**src/rtl/regfile_wb_arbiter.sv**
```systemverilog
`default_nettype none
// ============================================================================
// regfile_wb_arbiter: grants one writeback source per cycle onto the register-file write port and keeps a pending-write scoreboard.
// Optional round-robin arbitration is enabled with WB_ROUND_ROBIN_EN.  Revision: 1.0
// ============================================================================
module regfile_wb_arbiter #(
   parameter int NUM_SRC = 3,
   parameter int AW      = 5,
   parameter int DW      = 32
) (
   input  logic                  clk,
   input  logic                  reset,
   input  logic [NUM_SRC-1:0]    src_req,
   input  logic [AW*NUM_SRC-1:0] src_addr,
   input  logic [DW*NUM_SRC-1:0] src_data,
   output logic [NUM_SRC-1:0]    src_gnt,
   input  logic                  rf_hold,
   input  logic                  alloc_valid,
   input  logic [AW-1:0]         alloc_addr,
   output logic                  rf_write,
   output logic [AW-1:0]         rf_addr,
   output logic [DW-1:0]         rf_data,
   output logic [31:0]           busy_vec
);

   localparam int PW = (NUM_SRC > 1) ? $clog2(NUM_SRC) : 1;

   logic [AW-1:0]      w_addr [NUM_SRC];
   logic [DW-1:0]      w_data [NUM_SRC];
   logic [NUM_SRC-1:0] w_gnt;
   logic [PW-1:0]      w_sel;
   logic               w_found;
   logic               w_xfer;
   logic [AW-1:0]      w_sel_addr;
   logic [DW-1:0]      w_sel_data;
   logic [31:0]        w_busy_nxt;

   logic               r_write;
   logic [AW-1:0]      r_addr;
   logic [DW-1:0]      r_data;
   logic [31:0]        r_busy;

   for (genvar gi = 0; gi < NUM_SRC; gi++) begin : g_unpack
      assign w_addr[gi] = src_addr[AW*gi +: AW];
      assign w_data[gi] = src_data[DW*gi +: DW];
   end

`ifdef WB_ROUND_ROBIN_EN
   logic [PW-1:0] r_ptr;
   logic [PW:0]   w_sum;

   // Search order starts just after the last granted source and wraps.
   always_comb begin
      w_gnt   = '0;
      w_sel   = '0;
      w_found = 1'b0;
      w_sum   = '0;
      for (int k = 1; k <= NUM_SRC; k++) begin
         w_sum = {1'b0, r_ptr} + (PW+1)'(k);
         if (w_sum >= (PW+1)'(NUM_SRC)) begin
            w_sum = w_sum - (PW+1)'(NUM_SRC);
         end
         if (!w_found && src_req[w_sum[PW-1:0]]) begin
            w_found = 1'b1;
            w_sel   = w_sum[PW-1:0];
         end
      end
      if (reset || rf_hold) begin
         w_found = 1'b0;
      end
      if (w_found) begin
         w_gnt[w_sel] = 1'b1;
      end
   end

   always_ff @(posedge clk or posedge reset) begin
      if (reset) begin
         r_ptr <= PW'(NUM_SRC - 1);
      end else if (w_xfer) begin
         r_ptr <= w_sel;
      end
   end
`else
   // Descending scan so the lowest requesting index is the final winner.
   always_comb begin
      w_gnt   = '0;
      w_sel   = '0;
      w_found = 1'b0;
      for (int i = NUM_SRC - 1; i >= 0; i--) begin
         if (src_req[i]) begin
            w_found = 1'b1;
            w_sel   = PW'(i);
         end
      end
      if (reset || rf_hold) begin
         w_found = 1'b0;
      end
      if (w_found) begin
         w_gnt[w_sel] = 1'b1;
      end
   end
`endif

   assign w_xfer     = w_found;
   assign w_sel_addr = w_addr[w_sel];
   assign w_sel_data = w_data[w_sel];

   // Alloc is applied after the clear so a new producer supersedes the old one.
   always_comb begin
      w_busy_nxt = r_busy;
      if (w_xfer && (w_sel_addr != '0)) begin
         w_busy_nxt[w_sel_addr] = 1'b0;
      end
      if (alloc_valid && (alloc_addr != '0)) begin
         w_busy_nxt[alloc_addr] = 1'b1;
      end
      w_busy_nxt[0] = 1'b0;
   end

   always_ff @(posedge clk or posedge reset) begin
      if (reset) begin
         r_write <= 1'b0;
         r_addr  <= '0;
         r_data  <= '0;
         r_busy  <= '0;
      end else begin
         r_write <= w_xfer && (w_sel_addr != '0);
         r_busy  <= w_busy_nxt;
         if (w_xfer) begin
            r_addr <= w_sel_addr;
            r_data <= w_sel_data;
         end
      end
   end

   assign src_gnt  = w_gnt;
   assign rf_write = r_write;
   assign rf_addr  = r_addr;
   assign rf_data  = r_data;
   assign busy_vec = r_busy;

endmodule
`default_nettype wire

```
**config.mk**
```make
export PLATFORM = sky130hd
export DESIGN_NAME = regfile_wb_arbiter
export DESIGN_NICKNAME = d
export VERILOG_FILES = /design/src/rtl/regfile_wb_arbiter.sv
export SDC_FILE = /design/constraint.sdc
export NUM_CORES = 1
export LEC_CHECK = 0
export CAP_MARGIN = 20
export CELL_PAD_IN_SITES_DETAIL_PLACEMENT = 1
export CELL_PAD_IN_SITES_GLOBAL_PLACEMENT = 2
export CORE_MARGIN = 8
export CORE_UTILIZATION = 24
export CTS_CLUSTER_DIAMETER = 60
export DETAILED_ROUTE_END_ITERATION = 8
export MAX_ROUTING_LAYER = met4
export PLACE_DENSITY_LB_ADDON = 0.05
export SETUP_SLACK_MARGIN = 0.05
export SYNTH_ARGS = -nofsm -noshare
export SYNTH_HDL_FRONTEND = slang
export SYNTH_SLANG_ARGS = --single-unit
```
**constraint.sdc**
```tcl
create_clock -name clk -period 3.9 [get_ports clk]
set_clock_uncertainty 0.1 [all_clocks]
set_input_delay 0.78 -clock clk [delete_from_list [all_inputs] [get_ports clk]]
set_output_delay 0.78 -clock clk [all_outputs]
set_load 0.01 [all_outputs]
```
==> results.toml, run 1 <==
[flow_run]
max_cap_viol_count = 0

[place]
post_dp_cell_area_mm2 = 0.00603
port_buffers = 194
place_congestion = 0.752
dp.final_hpwl_mm = 11.4

[critical_path]
critPathRequiredTime_ps = 3020
startpoint_type = "input port"
worstPathMaxFanout = 2
cp.arrival_ps = 2470
endpoint_kind = "output pin"
worstSetupPathType = "input port to output pin"

[synth]
synthArstFlopShare_pct = 100
syn_area_mm2 = 0.00387
syn_nets = 533
syn_area_per_cell_um2 = 9.45
yosysSeqAreaShare_pct = 44.6
synthFlopType = "dfrtp_1"
synthCells = 410
ys_warn_count = 0
ys_top_cells_by_area = "dfrtp_1 45%, nor2_1 12%, mux2i_1 8.3%"
ys_types = 43
yosysTopAreaCell = "dfrtp_1"
ys_seq_elements = 69
yosys.area.top_type_share_pct = 44.6
synth_edf_count = 0

[final_layout]
regArea_mm2 = 0.00173
n_antenna_cell = 0
final_layout_size_suffix_gt1_share_pct = 7.33
synthToLayoutAreaGrowth_pct = 63.1
fill_cells = 1793
nets = 719
multiInputGateArea_mm2 = 0.00198
stdcell_area_mm2 = 0.00632

[route]
drc_errors = 0
vias_per_cell = 4.59
detailroute.via_count = 3747
drt-total-wl_mm = 14.9
drt_iter0_drc = 112
drtAntennaViolNets = 0
post_drt_wl_per_cell_um = 18.3
firstDrtPassIters = 4

[floorplanning]
chipHeight_um = 143
core_area_mm2 = 0.0158
row_count = 46
ios = 196
dieArea_mm2 = 0.0205
initial_core_util_pct = 24.5
die_x_um = 143

[cts]
insertion_delay_ps = 330
cts_max_level = 3
cts_buffers = 9
root_buffer = "clkbuf_16"
clk_pin_slew_ps = 50
holdBufCountCts = 0
cts.path.max_buffers = 2
post_cts_buffers = 0
cts_resized = 0
cts_tree = "yes"
clock-sinks = 69

[timing]
period_needed_ps = 3350
max-slew-margin-rel_pct = 51.1
worst_pin_slew_ps = 729
finalHoldWorstSlack_ps = 372
fin_setup_tns_ps = 0
fmax_ghz = 0.298
finalCritPeriodShare_pct = 85.9
setup_viol_count_final = 0
hold_viol = 0
slew_viol_final = 0
rsz0062_at_grt = "false"

[status]
outcome = "completed"

[power]
power_w = 0.00268
powerDensity_mw_per_mm2 = 424
cellLeakagePower_nw = 2.76
ir_worst_vdd_mv = 0.206

[grt]
grt_pass1_vias = 4243
grt_pass1_wl_mm = 23.0
antenna_found_initial = 0
track_usage_pct = 15.1
grt_max_degree = 70
overflow = 0

[min_path]
min_path_type = "register to register"
==> layout by cell type (no fill, tap or decap), types with 2 or more instances in the layout <==
| master | synthesis | routed |
|---|---|---|
| a211oi_1 | 32 | 32 |
| clkbuf_8 | 0 | 2 |
| buf_4 | 8 | 8 |
| or3b_2 | 4 | 5 |
| nand3_1 | 2 | 2 |
| clkbuf_1 | 8 | 3 |
| buf_12 | 0 | 2 |
| dfrtp_1 | 69 | 69 |
| nand2_1 | 7 | 7 |
| a31oi_4 | 2 | 2 |
| clkbuf_16 | 0 | 9 |
| mux2i_1 | 32 | 32 |
| nand3b_1 | 6 | 6 |
| nor2_1 | 128 | 128 |
| clkdlybuf4s50_1 | 0 | 194 |
| and2_1 | 3 | 3 |
| o221ai_2 | 2 | 2 |
| a31oi_1 | 29 | 29 |
| or4b_1 | 2 | 2 |
| nor3_1 | 2 | 2 |
| a21o_1 | 33 | 33 |
| or4b_4 | 2 | 2 |
| o21ai_0 | 5 | 5 |
==> metal layers <==
metal | GRT usage [%] | share of wire [%]
met2 | 25.3 | 49
met1 | 16.5 | 42
met5 | - | 0
met4 | 4.59 | 1.1
met3 | 5.14 | 7.0
==> registers in the layout, indices dropped and copies added, names as in the netlist <==
register / cells
rf_data: 32
busy_vec: 31
rf_addr: 5
rf_write: 1
==> synth_stat cells, types with 3 or more instances <==
| master | n |
|---|---|
| buf_6 | 3 |
| nand2_1 | 7 |
| a31oi_1 | 29 |
| clkbuf_1 | 8 |
| nor2_1 | 128 |
| buf_2 | 9 |
| a21o_1 | 33 |
| o21ai_0 | 5 |
| dfrtp_1 | 69 |
| a211oi_1 | 32 |
| mux2i_1 | 32 |
| nand3b_1 | 6 |
| buf_4 | 8 |
| and2_1 | 3 |
| or3b_2 | 4 |
==> power breakdown <==
part | switching, W | internal [W] | leakage, nW | total (W)
combinational | 0.000373 | 0.000514 | 1.78 | 0.000887
clock | 0.000306 | 0.000528 | 0.143 | 0.000833
sequential | 0.0000894 | 0.000870 | 0.835 | 0.000959
==> kinds of logic (layout without fill, tap and decap cells) <==
family                 after synthesis  in the layout  share of synthesized area, %
flip-flops                          69             69                          44.6
AND/OR/NAND/NOR                    163            163                          19.1
other                                1              1                        0.0968
buffers and inverters               30            220                          4.55
AO/OA/AOI/OAI                      115            115                          23.4
multiplexers                        32             32                          8.27
==> metrics by stage <==
step                      utilization [%]  cells  worst slack, ps
after floorplan                         -    410             1090
after global placement               38.1    801              566
after detailed placement             38.1    801              553
after CTS                            39.9    816              541
after global routing                 39.9    816              490
final                                39.9    816              549
==> critical path, stage by stage <==
cell             delay [ps]
clkdlybuf4s50_1         470
or3b_2                  480
nor3_1                  170
clkdlybuf4s50_1         580
==> cell type report <==
| class | instances | area share, % |
|---|---|---|
| multi-input combinational | 311 | 31.4 |
| timing repair buffer | 204 | 32.3 |
| clock buffer | 14 | 4.18 |
| tap | 216 | 4.28 |
| inverter | 1 | 0.0594 |
| sequential | 69 | 27.3 |
| clock inverter | 1 | 0.475 |
==> path summary, 6_finish.rpt <==
check,startpoint,end,slack [ps],depth (start not counted)
max,src_req[2],src_gnt[2],550,4
min,rf_data[27],rf_data[27],370,1
max reg2reg,busy_vec[24],busy_vec[24],3030,2
min reg2reg,rf_data[27],rf_data[27],370,1
max in group asynchronous,reset,busy_vec[9],2550,3
min in group asynchronous,reset,rf_data[15],850,3
(Power assumes the default switching activity.)
==> run 2, diff against run 1 <==
==> constraint.sdc (replaced) <==
create_clock -name clk -period 3.9 [get_ports clk]
set_clock_uncertainty 0.1 [all_clocks]
set_input_delay 1.17 -clock clk [delete_from_list [all_inputs] [get_ports clk]]
set_output_delay 1.17 -clock clk [all_outputs]
set_load 0.01 [all_outputs]
==> run 2 against run 1 <==
  * Power increased by 0.10%
  * Critical path depth unchanged
  * Design area increased by 0.79%
  * Non-clock buffer count increased by 6
  * Clock power about the same
  * Worst setup slack got worse by 460 ps
  * Die area unchanged
  * Utilization increased by 0.32 points
  * Sequential share of layout area decreased by 0.21 points
  * First-iteration DRC count decreased by 24%
  * Combinational power increased by 0.8%
  * Final cell count increased by 0.74%
==> results.toml, run 2 (synthesis gave the netlist of run 1 again) <==
[status]
outcome = "completed"

[critical_path]
worstPathMaxFanout = 2
endpoint_kind = "output pin"
crit_chain = "clkdlybuf4s50_1, or3b_2, nor3_1, clkdlybuf4s15_1"
worstSetupPathType = "input port to output pin"
critical_path.max_stage_delay_ps = 470
startpoint_type = "input port"
critPathRequiredTime_ps = 2630
cp.arrival_ps = 2540
r2r_cells = 2
crit_path_top_delay_cell = "clkdlybuf4s50_1"

[grt]
grt_pass1_vias = 4307
grt_max_degree = 76
overflow = 0
track_usage_pct = 15.2
antenna_found_initial = 0
grt_pass1_wl_mm = 23.3

[cts]
cts_tree = "yes"
cts_max_level = 3
cts.path.max_buffers = 2
clock-sinks = 69
insertion_delay_ps = 330
clk_pin_slew_ps = 50
post_cts_buffers = 0
root_buffer = "clkbuf_16"
holdBufCountCts = 0
cts_buffers = 9

[route]
firstDrtPassIters = 4
drt-total-wl_mm = 15.0
drtAntennaViolNets = 0
post_drt_wl_per_cell_um = 18.3
drt_iter0_drc = 85
drc_errors = 0
detailroute.via_count = 3818
vias_per_cell = 4.64

[timing]
finalCritPeriodShare_pct = 97.6
max-slew-margin-rel_pct = 56.9
worst_pin_slew_ps = 647
setup_viol_count_final = 0
hold_viol = 0
slew_viol_final = 0
period_needed_ps = 3810
setup_ws_ps = 93.6
fmax_ghz = 0.263
rsz0062_at_grt = "true"

[min_path]
min_path_type = "register to register"
min_path_cells = 1

[final_layout]
final_common_cell = "clkdlybuf4s50_1"
nets = 725
post-route-util_pct = 40.2
stdcell_count = 822
final_cell_mix = "192 x clkdlybuf4s50_1, 128 x nor2_1, 69 x dfrtp_1"
largest_reg_flops = 32
fill_cells = 1776
n_antenna_cell = 0
synthToLayoutAreaGrowth_pct = 64.4
final_layout_size_suffix_gt1_share_pct = 8.75

[flow_run]
max_cap_viol_count = 0

[power]
powerDensity_mw_per_mm2 = 421
cellLeakagePower_nw = 2.80
ir_worst_vdd_mv = 0.192

[place]
placedCellCount = 807
dp_slack_ps = -197
dp.final_hpwl_mm = 11.7
port_buffers = 194
place_congestion = 0.765

[floorplanning]
die_x_um = 143
row_count = 46
chipHeight_um = 143
dieArea_mm2 = 0.0205
initial_core_util_pct = 24.5
ios = 196
core_area_mm2 = 0.0158
run 2: path summary, 6_finish.rpt:
check	to	startpoint	slack [ps]
max	src_gnt[2]	src_req[2]	90
min	rf_data[20]	rf_data[20]	380
max reg2reg	busy_vec[24]	busy_vec[24]	3060
min reg2reg	rf_data[20]	rf_data[20]	380
max in group asynchronous	busy_vec[3]	reset	1960
min in group asynchronous	rf_write	reset	1150
run 2: timing repair:
item,in CTS,in global routing
endpoints found under the setup margin,2,2
resized for setup,2,1
gates cloned,0,0
run 2: layout make-up:
type                    instances  area (µm²)  area share, %
flip-flops and latches         69        1730           27.1
clock buffers                  11         253           3.97
repair buffers                210        2090           32.7
multi-input cells             311        1980           31.1
well taps                     216         270           4.24
inverters                       1        3.75         0.0589
clock inverters                 4        47.5          0.746
run 2: routing by layer:
| metal | track usage, % | vias up | share of wire [%] |
|---|---|---|---|
| met5 | - | - | 0 |
| met3 | 6.41 | 14 | 8.6 |
| met1 | 16.0 | 1822 | 40 |
| li1 | - | 1861 | - |
| met4 | 4.14 | 0 | 1.1 |
| met2 | 25.7 | 121 | 50 |
run 2: critical path: cells and delay by family:
| kind | cells | cell delay [ps] |
|---|---|---|
| buf+inv | 2 | 750 |
| simple gates | 2 | 620 |
run 2: per-stage QoR:
| stage | hold WS (ps) | cell area [µm²] | total power [W] | setup TNS (ps) |
|---|---|---|---|---|
| after global placement | 359 | 6070 | 0.00187 | -255 |
| final | 376 | 6370 | 0.00268 | 0 |
| after detailed placement | 367 | 6070 | 0.00188 | -280 |
| after floorplan | 413 | 3870 | 0.00132 | 0 |
| after global routing | 389 | 6370 | 0.00285 | 0 |
| after CTS | 379 | 6370 | 0.00274 | 0 |
run 2: power breakdown:
part | switching (W) | internal [W]
Clock | 0.000306 | 0.000524
Combinational | 0.000377 | 0.000518
Sequential | 0.0000881 | 0.000870
==> run 3, diff against run 2 <==
--- a/config.mk
+++ b/config.mk
@@ -14,6 +14,7 @@
 export DETAILED_ROUTE_END_ITERATION = 8
 export MAX_ROUTING_LAYER = met4
 export PLACE_DENSITY_LB_ADDON = 0.05
+export REMOVE_ABC_BUFFERS = 1
 export SETUP_SLACK_MARGIN = 0.05
 export SYNTH_ARGS = -nofsm -noshare
 export SYNTH_HDL_FRONTEND = slang
==> constraint.sdc (replaced) <==
create_clock -name clk -period 3.9 [get_ports clk]
set_clock_uncertainty 0.1 [all_clocks]
set_input_delay 0.585 -clock clk [delete_from_list [all_inputs] [get_ports clk]]
set_output_delay 0.585 -clock clk [all_outputs]
set_load 0.01 [all_outputs]
==> run 3 against run 2 <==
  * Utilization down 0.39 points
  * Clock power down 0.8%
  * Global-route usage up 0.72 points
  * Highest routed layer unchanged
==> results.toml, run 3 (synthesis gave the netlist of run 1 again) <==
[grt]
grt_pass1_vias = 4213
overflow = 0
antenna_found_initial = 0
met1_usage_pct = 18.7
grt_max_degree = 76
gr-max-usage-layer = "met2"
track_usage_pct = 15.9
use_met3_pct = 4.17
use_met2_pct = 25.7
grt_pass1_wl_mm = 24.2

[critical_path]
crit_chain = "clkdlybuf4s50_1, or3b_2, nor3_1, clkdlybuf4s50_1"
critical_path.max_stage_delay_ps = 620
startpoint_type = "input port"
startpoint = "src_req[0]"
crit_path_top_delay_cell = "clkdlybuf4s50_1"
crit_top_cell = "clkdlybuf4s50_1"
cp.arrival_ps = 2500
endpoint_kind = "output pin"
r2r_start = "busy_vec[8]"
r2r_cells = 2
worstPathMaxFanout = 13
worstSetupPathType = "input port to output pin"
critPathRequiredTime_ps = 3210

[timing]
setup_ws_ps = 719
slew_viol_final = 0
hold_viol = 0
fmax_ghz = 0.314
max-slew-margin-rel_pct = 50.9
period_needed_ps = 3180
fin_setup_tns_ps = 0
rsz0062_at_grt = "false"
worst_pin_slew_ps = 735
setup_viol_count_final = 0
finalHoldWorstSlack_ps = 373
finalCritPeriodShare_pct = 81.6

[cts]
cts_resized = 0
cts_buffers = 9
holdBufCountCts = 0
insertion_delay_ps = 340
root_buffer = "clkbuf_16"
post_cts_buffers = 0
cts_tree = "yes"
clk_pin_slew_ps = 50
cts_max_level = 3
clock-sinks = 69
cts.path.max_buffers = 2

[place]
dp.final_hpwl_mm = 12.0
placedCellCount = 797
place_congestion = 0.777
dp_slack_ps = 723
port_buffers = 194

[floorplanning]
initial_core_util_pct = 24.5
ios = 196
core_area_mm2 = 0.0158
chipHeight_um = 143
dieArea_mm2 = 0.0205
row_count = 46
die_x_um = 143

[final_layout]
largest_reg_flops = 32
n_antenna_cell = 0
fill_cells = 1801
stdcell_count = 814
final_common_cell = "clkdlybuf4s50_1"
final_cell_mix = "194 x clkdlybuf4s50_1, 128 x nor2_1, 69 x dfrtp_1"
nets = 716
final_layout_size_suffix_gt1_share_pct = 7.36
synthToLayoutAreaGrowth_pct = 62.8

[route]
drt-total-wl_mm = 15.7
detailroute.via_count = 3863
firstDrtPassIters = 6
post_drt_wl_per_cell_um = 19.2
vias_per_cell = 4.75
drtAntennaViolNets = 0
drt_iter0_drc = 178
drc_errors = 0

[power]
powerDensity_mw_per_mm2 = 424
ir_worst_vdd_mv = 0.201
cellLeakagePower_nw = 2.75

[min_path]
min_path_type = "register to register"
hp-start = "rf_data[17]"
min_path_cells = 1

[flow_run]
max_cap_viol_count = 0

[status]
outcome = "completed"
==> run 3: cell types whose count changed in the layout (fill, tap and decap cells not counted), sizes merged <==
cell	change
buf	-9
dlygate4sd2	-1
clkdlybuf4s15	-1
clkinv	+2
clkdlybuf4s50	+2
clkinvlp	-1
==> run 3: cell type report <==
class / instances / area, µm² / area share (%)
multi-input cells: 311 / 1980 / 31.4
well taps: 216 / 270 / 4.28
repair buffers: 201 / 2030 / 32.2
inverters: 1 / 3.75 / 0.0595
flip-flops and latches: 69 / 1730 / 27.4
clock inverters: 5 / 50.0 / 0.793
clock buffers: 11 / 243 / 3.85
==> run 3: power breakdown <==
group | switching, W | internal [W]
logic | 0.000379 | 0.000513
clock network | 0.000315 | 0.000508
registers | 0.0000873 | 0.000870
total | 0.000782 | 0.00189
==> run 3: critical path, delay by kind of cell <==
family | cells | cell delay, ps
AND/OR/NAND/NOR | 2 | 710
buffers and inverters | 2 | 1190
==> run 3: final timing paths <==
| path | endpoint | slack, ps |
|---|---|---|
| max | src_gnt[2] | 720 |
| min | rf_data[17] | 370 |
| max reg2reg | busy_vec[8] | 3060 |
| min reg2reg | rf_data[17] | 370 |
| max in group asynchronous | rf_data[15] | 2560 |
| min in group asynchronous | busy_vec[15] | 460 |
==> run 3: per-layer routing <==
metal  part of all wire [%]  up-vias  routed length, µm
li1                       -     1837                  -
met1                     42     1903               6610
met2                     50      112               7760
met3                    7.0       11               1100
met4                    1.3        0                201
met5                      0        -                  0
==> run 3: metrics by stage <==
stage,utilization [%],instance area (µm²),power [W]
after global routing,39.9,6310,0.00283
final,39.9,6310,0.00267
after detailed placement,37.9,6000,0.00188
after floorplan,-,3700,0.00131
after global placement,37.9,6000,0.00186
after CTS,39.7,6290,0.00273
